===== config.mk =====
export PLATFORM = sky130hd
export DESIGN_NAME = conv_engine_arbiter
export DESIGN_NICKNAME = d
export VERILOG_FILES = /design/src/rtl/conv_ctrl_pkg.sv /design/src/rtl/rr_arbiter.sv /design/src/rtl/conv_engine_arbiter.sv
export SDC_FILE = /design/constraint.sdc
export NUM_CORES = 1
export LEC_CHECK = 0
export ABC_CLOCK_PERIOD_IN_PS = 7300
export CORE_UTILIZATION = 54
export DETAILED_ROUTE_END_ITERATION = 16
export PLACE_DENSITY = 0.77
export SYNTH_ARGS = -nofsm -noshare
export SYNTH_HDL_FRONTEND = slang
export SYNTH_HIERARCHICAL = 1
export SYNTH_SLANG_ARGS = --single-unit

===== constraint.sdc =====
create_clock -name clk -period 7.3 [get_ports clk]
set_clock_uncertainty 0.1 [all_clocks]
set_input_delay 1.095 -clock clk [delete_from_list [all_inputs] [get_ports clk]]
set_output_delay 1.095 -clock clk [all_outputs]
set_load 0.01 [all_outputs]

===== src/rtl/conv_ctrl_pkg.sv =====
// Shared types and helpers for the conv2d engine control blocks.
package conv_ctrl_pkg;

  typedef enum logic [1:0] {
    S_IDLE    = 2'b00,
    S_WAIT    = 2'b01,
    S_RELEASE = 2'b10
  } state_e;

  // Ceiling log2 for deriving widths from parameters; clog2(1) == 0.
  function automatic int unsigned clog2(input int unsigned value);
    int unsigned result;
    int unsigned span;
    result = 0;
    span   = 1;
    while (span < value) begin
      span   = span << 1;
      result = result + 1;
    end
    return result;
  endfunction

endpackage


===== src/rtl/rr_arbiter.sv =====
// Combinational round-robin picker: first set request after ptr, wrapping modulo NUM_REQ.
module rr_arbiter #(
  parameter int unsigned NUM_REQ = 4,
  parameter int unsigned IDX_W   = 2
) (
  input  logic [NUM_REQ-1:0] req,
  input  logic [IDX_W-1:0]   ptr,
  output logic [NUM_REQ-1:0] win,
  output logic [IDX_W-1:0]   win_idx
);

  logic             found;
  logic [IDX_W-1:0] idx;

  always_comb begin
    win     = '0;
    win_idx = '0;
    found   = 1'b0;
    idx     = '0;
    // Offsets 1..NUM_REQ visit ptr last, so the previous winner has lowest priority.
    for (int unsigned i = 1; i <= NUM_REQ; i++) begin
      idx = IDX_W'((32'(ptr) + i) % NUM_REQ);
      if (!found && req[idx]) begin
        found        = 1'b1;
        win[idx]     = 1'b1;
        win_idx      = idx;
      end
    end
  end

endmodule


===== src/rtl/conv_engine_arbiter.sv =====
// Round-robin sharing of one conv2d engine: grants a requester, runs start/done, reports done/timeout.
module conv_engine_arbiter
  import conv_ctrl_pkg::*;
#(
  parameter int unsigned NUM_REQ = 4,
  parameter int unsigned TIMEOUT = 64,
  localparam int unsigned IDX_W  = (clog2(NUM_REQ) > 0) ? clog2(NUM_REQ) : 1,
  localparam int unsigned CNT_W  = clog2(TIMEOUT + 1)
) (
  input  logic               clk,
  input  logic               rst,
  input  logic [NUM_REQ-1:0] req,
  output logic [NUM_REQ-1:0] gnt,
  output logic [IDX_W-1:0]   gnt_idx,
  output logic               busy,
  output logic [NUM_REQ-1:0] req_done,
  output logic [NUM_REQ-1:0] req_err,
  output logic               eng_start,
  input  logic               eng_done
);

  localparam logic [CNT_W-1:0] CNT_LAST = CNT_W'(TIMEOUT - 1);
  localparam logic [CNT_W-1:0] CNT_MAX  = {CNT_W{1'b1}};

  state_e               state_q;
  logic [NUM_REQ-1:0]   gnt_q;
  logic [IDX_W-1:0]     gnt_idx_q;
  logic                 busy_q;
  logic [NUM_REQ-1:0]   req_done_q;
  logic [NUM_REQ-1:0]   req_err_q;
  logic                 eng_start_q;
  logic [CNT_W-1:0]     cnt_q;
  logic [IDX_W-1:0]     ptr_q;

  logic [NUM_REQ-1:0]   win;
  logic [IDX_W-1:0]     win_idx;

  rr_arbiter #(
    .NUM_REQ (NUM_REQ),
    .IDX_W   (IDX_W)
  ) u_rr_arbiter (
    .req     (req),
    .ptr     (ptr_q),
    .win     (win),
    .win_idx (win_idx)
  );

  always_ff @(posedge clk or negedge rst) begin
    if (!rst) begin
      state_q     <= S_IDLE;
      gnt_q       <= '0;
      gnt_idx_q   <= '0;
      busy_q      <= 1'b0;
      req_done_q  <= '0;
      req_err_q   <= '0;
      eng_start_q <= 1'b0;
      cnt_q       <= '0;
      ptr_q       <= IDX_W'(NUM_REQ - 1);
    end else begin
      case (state_q)
        S_IDLE: begin
          if (|req) begin
            gnt_q       <= win;
            gnt_idx_q   <= win_idx;
            busy_q      <= 1'b1;
            eng_start_q <= 1'b1;
            cnt_q       <= '0;
            state_q     <= S_WAIT;
          end
        end
        S_WAIT: begin
          if (cnt_q != CNT_MAX) begin
            cnt_q <= cnt_q + 1'b1;
          end
          // Done takes precedence over a coincident timeout.
          if (eng_done) begin
            eng_start_q <= 1'b0;
            req_done_q  <= gnt_q;
            state_q     <= S_RELEASE;
          end else if (cnt_q == CNT_LAST) begin
            eng_start_q <= 1'b0;
            req_err_q   <= gnt_q;
            state_q     <= S_RELEASE;
          end
        end
        S_RELEASE: begin
          // One idle cycle with start low lets the engine fall back from DONE to IDLE.
          req_done_q <= '0;
          req_err_q  <= '0;
          ptr_q      <= gnt_idx_q;
          gnt_q      <= '0;
          gnt_idx_q  <= '0;
          busy_q     <= 1'b0;
          state_q    <= S_IDLE;
        end
        default: begin
          state_q <= S_IDLE;
        end
      endcase
    end
  end

  assign gnt       = gnt_q;
  assign gnt_idx   = gnt_idx_q;
  assign busy      = busy_q;
  assign req_done  = req_done_q;
  assign req_err   = req_err_q;
  assign eng_start = eng_start_q;

endmodule

==> results of run 1 <==
-- cells in the mapped netlist (all sizes together) --
cell type  instances  area, um2
a2111o             1       11.3
a211oi             3       27.5
a21boi             1       7.51
a21oi             12       60.1
a221o              4       45.0
a221oi             2       23.8
a22oi              3       22.5
a2bb2oi            1       15.0
a31oi              2       12.5
and2               1       6.26
and3               5       31.3
and3b              1       8.76
and4               2       17.5
buf                8       72.6
clkbuf             4       15.0
dfrtp             25        626
dfstp              2       52.6
ha                13        163
inv                7       26.3
mux2               8       90.1
mux2i              3       42.5
mux4               2       45.0
nand2             31        116
nand2b             7       43.8
nand3             10       50.1
nand3b             1       7.51
nand4              2       12.5
nor2               8       30.0
nor2b              8       50.1
nor3               3       15.0
nor3b              1       7.51
nor4               1       12.5
nor4b              1       8.76
o211ai             3       22.5
o21ai             20        100
o221a              1       11.3
o22ai              1       6.26
o311ai             1       8.76
or3b               1       8.76
or4                3       26.3
-- registers in the layout (all words and copies together) (netlist names) --
signal	count
gnt	4
req_err	4
req_done	4
eng_start	1
cnt_q	7
state_q	2
gnt_idx	2
busy	1
ptr_q	2
-- cell type report --
| class | instances | area share |
|---|---|---|
| Clock inverter | 1 | 0.00343 |
| Clock buffer | 3 | 0.0103 |
| Inverter | 7 | 0.0120 |
| Tap cell | 46 | 0.0263 |
| Sequential cell | 27 | 0.310 |
| Multi-Input combinational cell | 167 | 0.534 |
| Timing Repair Buffer | 23 | 0.104 |
-- critical path, delay by kind of cell --
family	cells	cell delay, ns
buffers and inverters	1	0.64
AO/OA/AOI/OAI	3	0.72
AND/OR/NAND/NOR	1	0.04
multiplexers	1	0.61
-- power by group through the flow --
stage,sequential (mW),clock (mW),combinational (mW)
2_1_floorplan,0.268,0,0.349
3_3_place_gp,0.267,0,0.462
3_5_place_dp,0.273,0,0.480
4_1_cts,0.269,0.0682,0.482
5_1_grt,0.280,0.0739,0.535
6_report,0.269,0.0658,0.478
-- stage by stage --
stage	hold WS, ns	util
after detailed placement	0.382	0.632
after global placement	0.365	0.632
final	0.405	0.640
after global routing	0.437	0.640
after CTS	0.415	0.640
after floorplan	0.410	-
-- cells by family (layout without fill, tap and decap cells) --
kind of cell / Yosys count / count (layout) / share of synthesized area
compound gates: 55 / 55 / 0.191
fa+ha+maj: 13 / 13 / 0.0830
buf+inv: 19 / 34 / 0.0581
flops: 27 / 27 / 0.346
mux: 13 / 13 / 0.0907
simple gates: 86 / 86 / 0.231
-- metal layers --
layer,global-route usage,part of all wire
met5,0,0
met4,0.0814,0.011
met3,0.0257,0.028
met2,0.398,0.51
met1,0.276,0.45
-- cell usage in the layout, fill, tap and decap left out, drive strengths merged, types with 2 or more instances in the layout --
master | synthesis | final
a211oi | 3 | 3
a21oi | 12 | 12
a221o | 4 | 4
a221oi | 2 | 2
a22oi | 3 | 3
a31oi | 2 | 2
and3 | 5 | 5
and4 | 2 | 2
clkbuf | 4 | 3
clkdlybuf4s50 | 0 | 22
dfrtp | 25 | 25
dfstp | 2 | 2
ha | 13 | 13
inv | 7 | 7
mux2 | 8 | 8
mux2i | 3 | 3
mux4 | 2 | 2
nand2 | 31 | 31
nand2b | 7 | 7
nand3 | 10 | 10
nand4 | 2 | 2
nor2 | 8 | 8
nor2b | 8 | 8
nor3 | 3 | 3
o211ai | 3 | 3
o21ai | 20 | 20
or4 | 3 | 3
-- worst min-delay path by stage --
stage	end	cells after the start
final	busy$_DFFE_PN0P_	2
after detailed placement	busy$_DFFE_PN0P_	2
after CTS	busy$_DFFE_PN0P_	2
after global placement	busy$_DFFE_PN0P_	2
after floorplan	busy$_DFFE_PN0P_	2
after global routing	req_err[2]$_DFFE_PN0P_	1
==> impl_results.md, run 1 <==
- HP Start: busy$_DFFE_PN0P_
- Total grt overflow: 0
- Status: completed
- Number of library cell types mapped by synthesis: 47
- CTS root buf: clkbuf_4
- RSZ-0062 raised after global routing: false
- GRT Util Overall: 0.223
- Htree depth: 1
- Final worst slack: 4.33 ns
- Reg-to-reg endpoint: gnt[3]$_DFFE_PN0P_
- Syn_nets: 233
- Via count: 1641
- Leak: 0.902 nW
- CP arrival: 3.11 ns
- Fraction of layout cells with a size suffix above 1: 0.127
- Vias/cell: 5.99
- Power per cell area: 372 nW/um2
- Gpl congestion: 0.798
- Routed Antenna Nets: 0
- R2R cell count: 8
- Final Hold Fails: 0
- Reg-to-reg slack, setup: 4.55 ns
- First-pass GRT wire length: 7130 um
- CTS Buffer Depth: 2
- Post-CTS Setup Repair Bufs: 0
- Area after DPL: 2160 um2
- Mean Syn Cell Area: 9.20 um2
- Post-route setup TNS: 0 ns
- Initial antenna violation count: 0
- Largest net degree at the start of global routing: 28
- Worst Setup SP: req[2]
- Width of the die: 62.2 um
- F_max: 337 MHz
- Final Setup Violations: 0
- Slew @ Worst Pin: 0.594 ns
- Io pins: 23
- Worst IR Drop VDD: 0.000208 V
- # diodes: 0
- Sequential share of power: 0.331
- DRC: 0
- Fill cells: 297
- Total power: 0.813 mW
- Max_cap viols: 0
- Post-synthesis sequential area ratio: 0.346
- CORE AREA: 3420 um2
- Design Area, Final: 2190 um2
- Hpwl dp: 2900 um
- Crit path largest cell delay: 0.64 ns
- Mapped cell area: 1960 um2
- # hold bufs at CTS: 0
- Worst-Skew Late Latency: 0.33 ns
- Crit end category: flip-flop
- Site row count: 21
- Initial DRC count: 161
- Cell Int Power: 0.460 mW
- Clk sinks: 27
- Wire per inst: 14.2 um
- Total CTS buffers: 3
- Fin crit share: 0.407
- Part of the power in combinational logic: 0.588
- Max-slew violations: 0
- Mapped Cells: 213
- Pre-CTS setup slack: 4.00 ns
- TritonCTS clock tree: built
- Total wire length: 3900 um
- Startpoint types: primary input
- Clk pwr share: 0.081
- Post-route insts no fill: 274
- Max-slew headroom: 0.604
- Die Height: 62.2 um
- Register area: 678 um2
- Sw frac: 0.434
- Nets: 249
- I/O Buffers: 22
- Starting Density: 0.574
- Critical Path RT: 7.44 ns
- Worst Setup Path Type: primary input to flip-flop
- Psw: 0.353 mW
- Max FO, Critical Path: 13
- Critical-path top delay cell: clkdlybuf4s50_1
- Worst-path clk slew: 0.15 ns
- #FFs+latches synth: 27
- Worst Setup EP: gnt[3]$_DFFE_PN0P_
- Area growth syn-to-layout: 11.6%
- Area of the multi-input gates: 1170 um2
- Worst-path cell chain: clkdlybuf4s50_1 -> mux4_2 -> a211oi_2 -> a221o_2 -> nand2b_1 -> o21ai_0
- Die Footprint: 3870 um2
- Hold Crit Class: flip-flop to flip-flop
- Minimum clock period: 2.97 ns
- Placed Instances: 270
- Pre-antenna DRT Iters: 4
- Vias in the first global route: 1587
- R2R Path Start: ptr_q[0]$_DFFE_PN1P_
- CTS-repair resized insts: 0
- Yosys warnings: 6
(Power assumes the default switching activity.)
==> inputs of run 2 (changes only) <==
--- a/config.mk
+++ b/config.mk
@@ -5,10 +5,10 @@
 export SDC_FILE = /design/constraint.sdc
 export NUM_CORES = 1
 export LEC_CHECK = 0
-export ABC_CLOCK_PERIOD_IN_PS = 7300
-export CORE_UTILIZATION = 54
+export ABC_CLOCK_PERIOD_IN_PS = 2500
+export CORE_UTILIZATION = 50
 export DETAILED_ROUTE_END_ITERATION = 16
-export PLACE_DENSITY = 0.77
+export PLACE_DENSITY = 0.75
 export SYNTH_ARGS = -nofsm -noshare
 export SYNTH_HDL_FRONTEND = slang
 export SYNTH_HIERARCHICAL = 1
==> constraint.sdc (replaced) <==
create_clock -name clk -period 2.5 [get_ports clk]
set_clock_uncertainty 0.1 [all_clocks]
set_input_delay 0.375 -clock clk [delete_from_list [all_inputs] [get_ports clk]]
set_output_delay 0.375 -clock clk [all_outputs]
set_load 0.01 [all_outputs]
==> run 2 against run 1 <==
Die area up 7.7%; register-to-register slack worse by 4.3 ns; utilization down 2.2 points; global-route usage down 0.93 points; first-iteration DRC count up 3.7%; power rose to 3.1 times the previous value; combinational power rose to 3.2 times the previous value; count of clock-buffer cells in the layout unchanged; cell area up 5.1%; sequential power rose to 2.7 times the previous value; clock power rose to 3.9 times the previous value; critical endpoint unchanged; largest cell class unchanged.
==> impl_results.md, run 2 (same netlist as run 1, synthesis figures left out) <==
- Post-CTS Setup Repair Bufs: 0 (unchanged)
- Vias in the first global route: 1526 (was 1587)
- CP arrival: 2.36 ns (was 3.11 ns)
- Final core occ: 0.619 (was 0.640)
- Routed Antenna Nets: 0 (unchanged)
- Area growth syn-to-layout: 17.3% (was 11.6%)
- Worst-path cell chain: buf_4 -> mux4_2 -> a211oi_2 -> a221o_2 -> nand2b_1 -> o21ai_0 (was clkdlybuf4s50_1 -> mux4_2 -> a211oi_2 -> a221o_2 -> nand2b_1 -> o21ai_0)
- Via count: 1674 (was 1641)
- First-pass GRT wire length: 7180 um (was 7130 um)
- Max-slew violations: 0 (unchanged)
- Max reg flops: 7 (unchanged)
- Gpl congestion: 0.892 (was 0.798)
- CTS Buffer Depth: 2 (unchanged)
- Hpwl dp: 3010 um (was 2900 um)
- Crit path buffers/inverters: 1 (unchanged)
- # hold bufs at CTS: 0 (unchanged)
- Htree depth: 1 (unchanged)
- Pre-antenna DRT Iters: 4 (unchanged)
- Crit path largest cell delay: 0.59 ns (was 0.64 ns)
- CORE AREA: 3720 um2 (was 3420 um2)
- Minimum clock period: 2.26 ns
- Die Footprint: 4170 um2 (was 3870 um2)
- Wire per inst: 13.9 um (was 14.2 um)
- Vias/cell: 5.81 (was 5.99)
- Fill cells: 338 (was 297)
- Fin crit share: 0.905
- Reg-to-reg slack, setup: 0.24 ns (was 4.55 ns)
- Worst-path clk slew: 0.10 ns (was 0.15 ns)
- R2R Path Start: ptr_q[0]$_DFFE_PN1P_ (unchanged)
- Hold Crit Class: primary input to asynchronous set/reset pin (was flip-flop to flip-flop)
- Die Height: 64.6 um (was 62.2 um)
- Largest net degree at the start of global routing: 28 (unchanged)
- Max-slew headroom: 0.617 (was 0.604)
- # diodes: 0 (unchanged)
- Max_cap viols: 0 (unchanged)
- Width of the die: 64.6 um (was 62.2 um)
- Leak: 0.969 nW (was 0.902 nW)
- Critical Path RT: 2.60 ns (was 7.44 ns)
- Startpoint types: flip-flop (was primary input)
- Initial antenna violation count: 0 (unchanged)
- I/O Buffers: 22 (unchanged)
- Starting Density: 0.527 (was 0.574)
- Most frequent cells in the layout: nand2_1, dfrtp_1, clkdlybuf4s50_1, o21ai_0 (was nand2_1, dfrtp_1, clkdlybuf4s50_1, o21ai_0, ha_1)
- Final Setup Violations: 0 (unchanged)
- GRT Util Overall: 0.214 (was 0.223)
- Final Hold Fails: 0 (unchanged)
- CTS root buf: clkbuf_8 (was clkbuf_4)
- Total wire length: 4010 um (was 3900 um)
- Crit end category: flip-flop (unchanged)
- CTS-repair resized insts: 0 (unchanged)
- Worst Setup Path Type: flip-flop to flip-flop (was primary input to flip-flop)
- Nets: 261 (was 249)
- Initial DRC count: 167 (was 161)
- Worst IR Drop VDD: 0.000500 V (was 0.000208 V)
- Status: completed (unchanged)
- Fraction of layout cells with a size suffix above 1: 0.171 (was 0.127)
- Largest register by flop count: cnt_q (unchanged)
- Hold slack: 0.363 ns (was 0.405 ns)
- F_max: 442 MHz
- Worst-Skew Late Latency: 0.27 ns (was 0.33 ns)
- RSZ-0062 raised after global routing: false (unchanged)
- Clk sinks: 27 (unchanged)
- Reg-to-reg endpoint: gnt[3]$_DFFE_PN0P_ (unchanged)
- Commonest non-fill, non-tap cell in the layout: nand2_1 (unchanged)
- DRC: 0 (unchanged)
- Site row count: 22 (was 21)
- Post-route setup TNS: 0 ns (unchanged)
- R2R cell count: 6 (was 8)
- Critical-path top delay cell: mux4_2 (was clkdlybuf4s50_1)
- Slew @ Worst Pin: 0.574 ns (was 0.594 ns)
- CP top delay family: compound AO/OA/AOI/OAI gates (unchanged)
- Max FO, Critical Path: 19 (was 13)
- Total power: 2.52 mW (was 0.813 mW)
- Total grt overflow: 0 (unchanged)
- Io pins: 23 (unchanged)
- Power per cell area: 1100 nW/um2 (was 372 nW/um2)
- Total CTS buffers: 3 (unchanged)
- TritonCTS clock tree: built (unchanged)
==> run 2: cell types whose count changed in the layout (fill, tap and decap cells not counted) <==
cell and change:
buf_4 +12, clkbuf_4 -3, clkbuf_8 +3
==> run 2: how the worst max path moves through the flow <==
stage,from,endpoint,slack [ns],cells after the start
2_1_floorplan,ptr_q[0]$_DFFE_PN1P_,gnt[0]$_DFFE_PN0P_,0.05,10
3_3_place_gp,req[3],gnt_idx[0]$_DFFE_PN0P_,0.07,5
3_5_place_dp,req[3],gnt[3]$_DFFE_PN0P_,0.04,6
4_1_cts,ptr_q[0]$_DFFE_PN1P_,gnt[3]$_DFFE_PN0P_,0.23,6
5_1_grt,ptr_q[0]$_DFFE_PN1P_,gnt[1]$_DFFE_PN0P_,0.10,6
6_report,ptr_q[0]$_DFFE_PN1P_,gnt[3]$_DFFE_PN0P_,0.24,6
==> run 2: area by class of cell <==
cell class / instances / area (um2) / share of cell area
repair buffers: 35 / 318 / 0.138
multi-input cells: 167 / 1170 / 0.508
inverters: 7 / 26.3 / 0.0114
flip-flops and latches: 27 / 678 / 0.295
clock buffers: 3 / 41.3 / 0.0180
clock inverters: 1 / 7.51 / 0.00327
well taps: 48 / 60.1 / 0.0261
==> run 2: worst register-to-register path, stage by stage (launching register included) <==
cell,delay [ns]
dfstp_2,0.54
buf_4,0.22
mux4_2,0.60
a211oi_2,0.34
a221o_2,0.21
nand2b_1,0.05
o21ai_0,0.14
==> run 2: where the power goes <==
group / internal, mW / total, mW / switching [mW] / leakage, nW
sequential: 0.604 / 0.725 / 0.121 / 0.349
clock: 0.113 / 0.256 / 0.143 / 0.0217
combinational: 0.745 / 1.54 / 0.793 / 0.598
==> run 2: routing by layer <==
layer  wire, um  up-vias  GRT usage
li1           -      828          -
met1       1800      791      0.287
met2       2010       47      0.364
met3        126        8     0.0141
met4         74        0     0.0722
met5          0        -          0
==> run 2: through the flow <==
stage,instances,setup slack (ns),cell area [um2]
after floorplan,213,0.0545,1960
after global placement,284,0.0655,2250
after detailed placement,284,0.0362,2250
after CTS,288,0.230,2300
after global routing,288,0.100,2300
final,288,0.238,2300
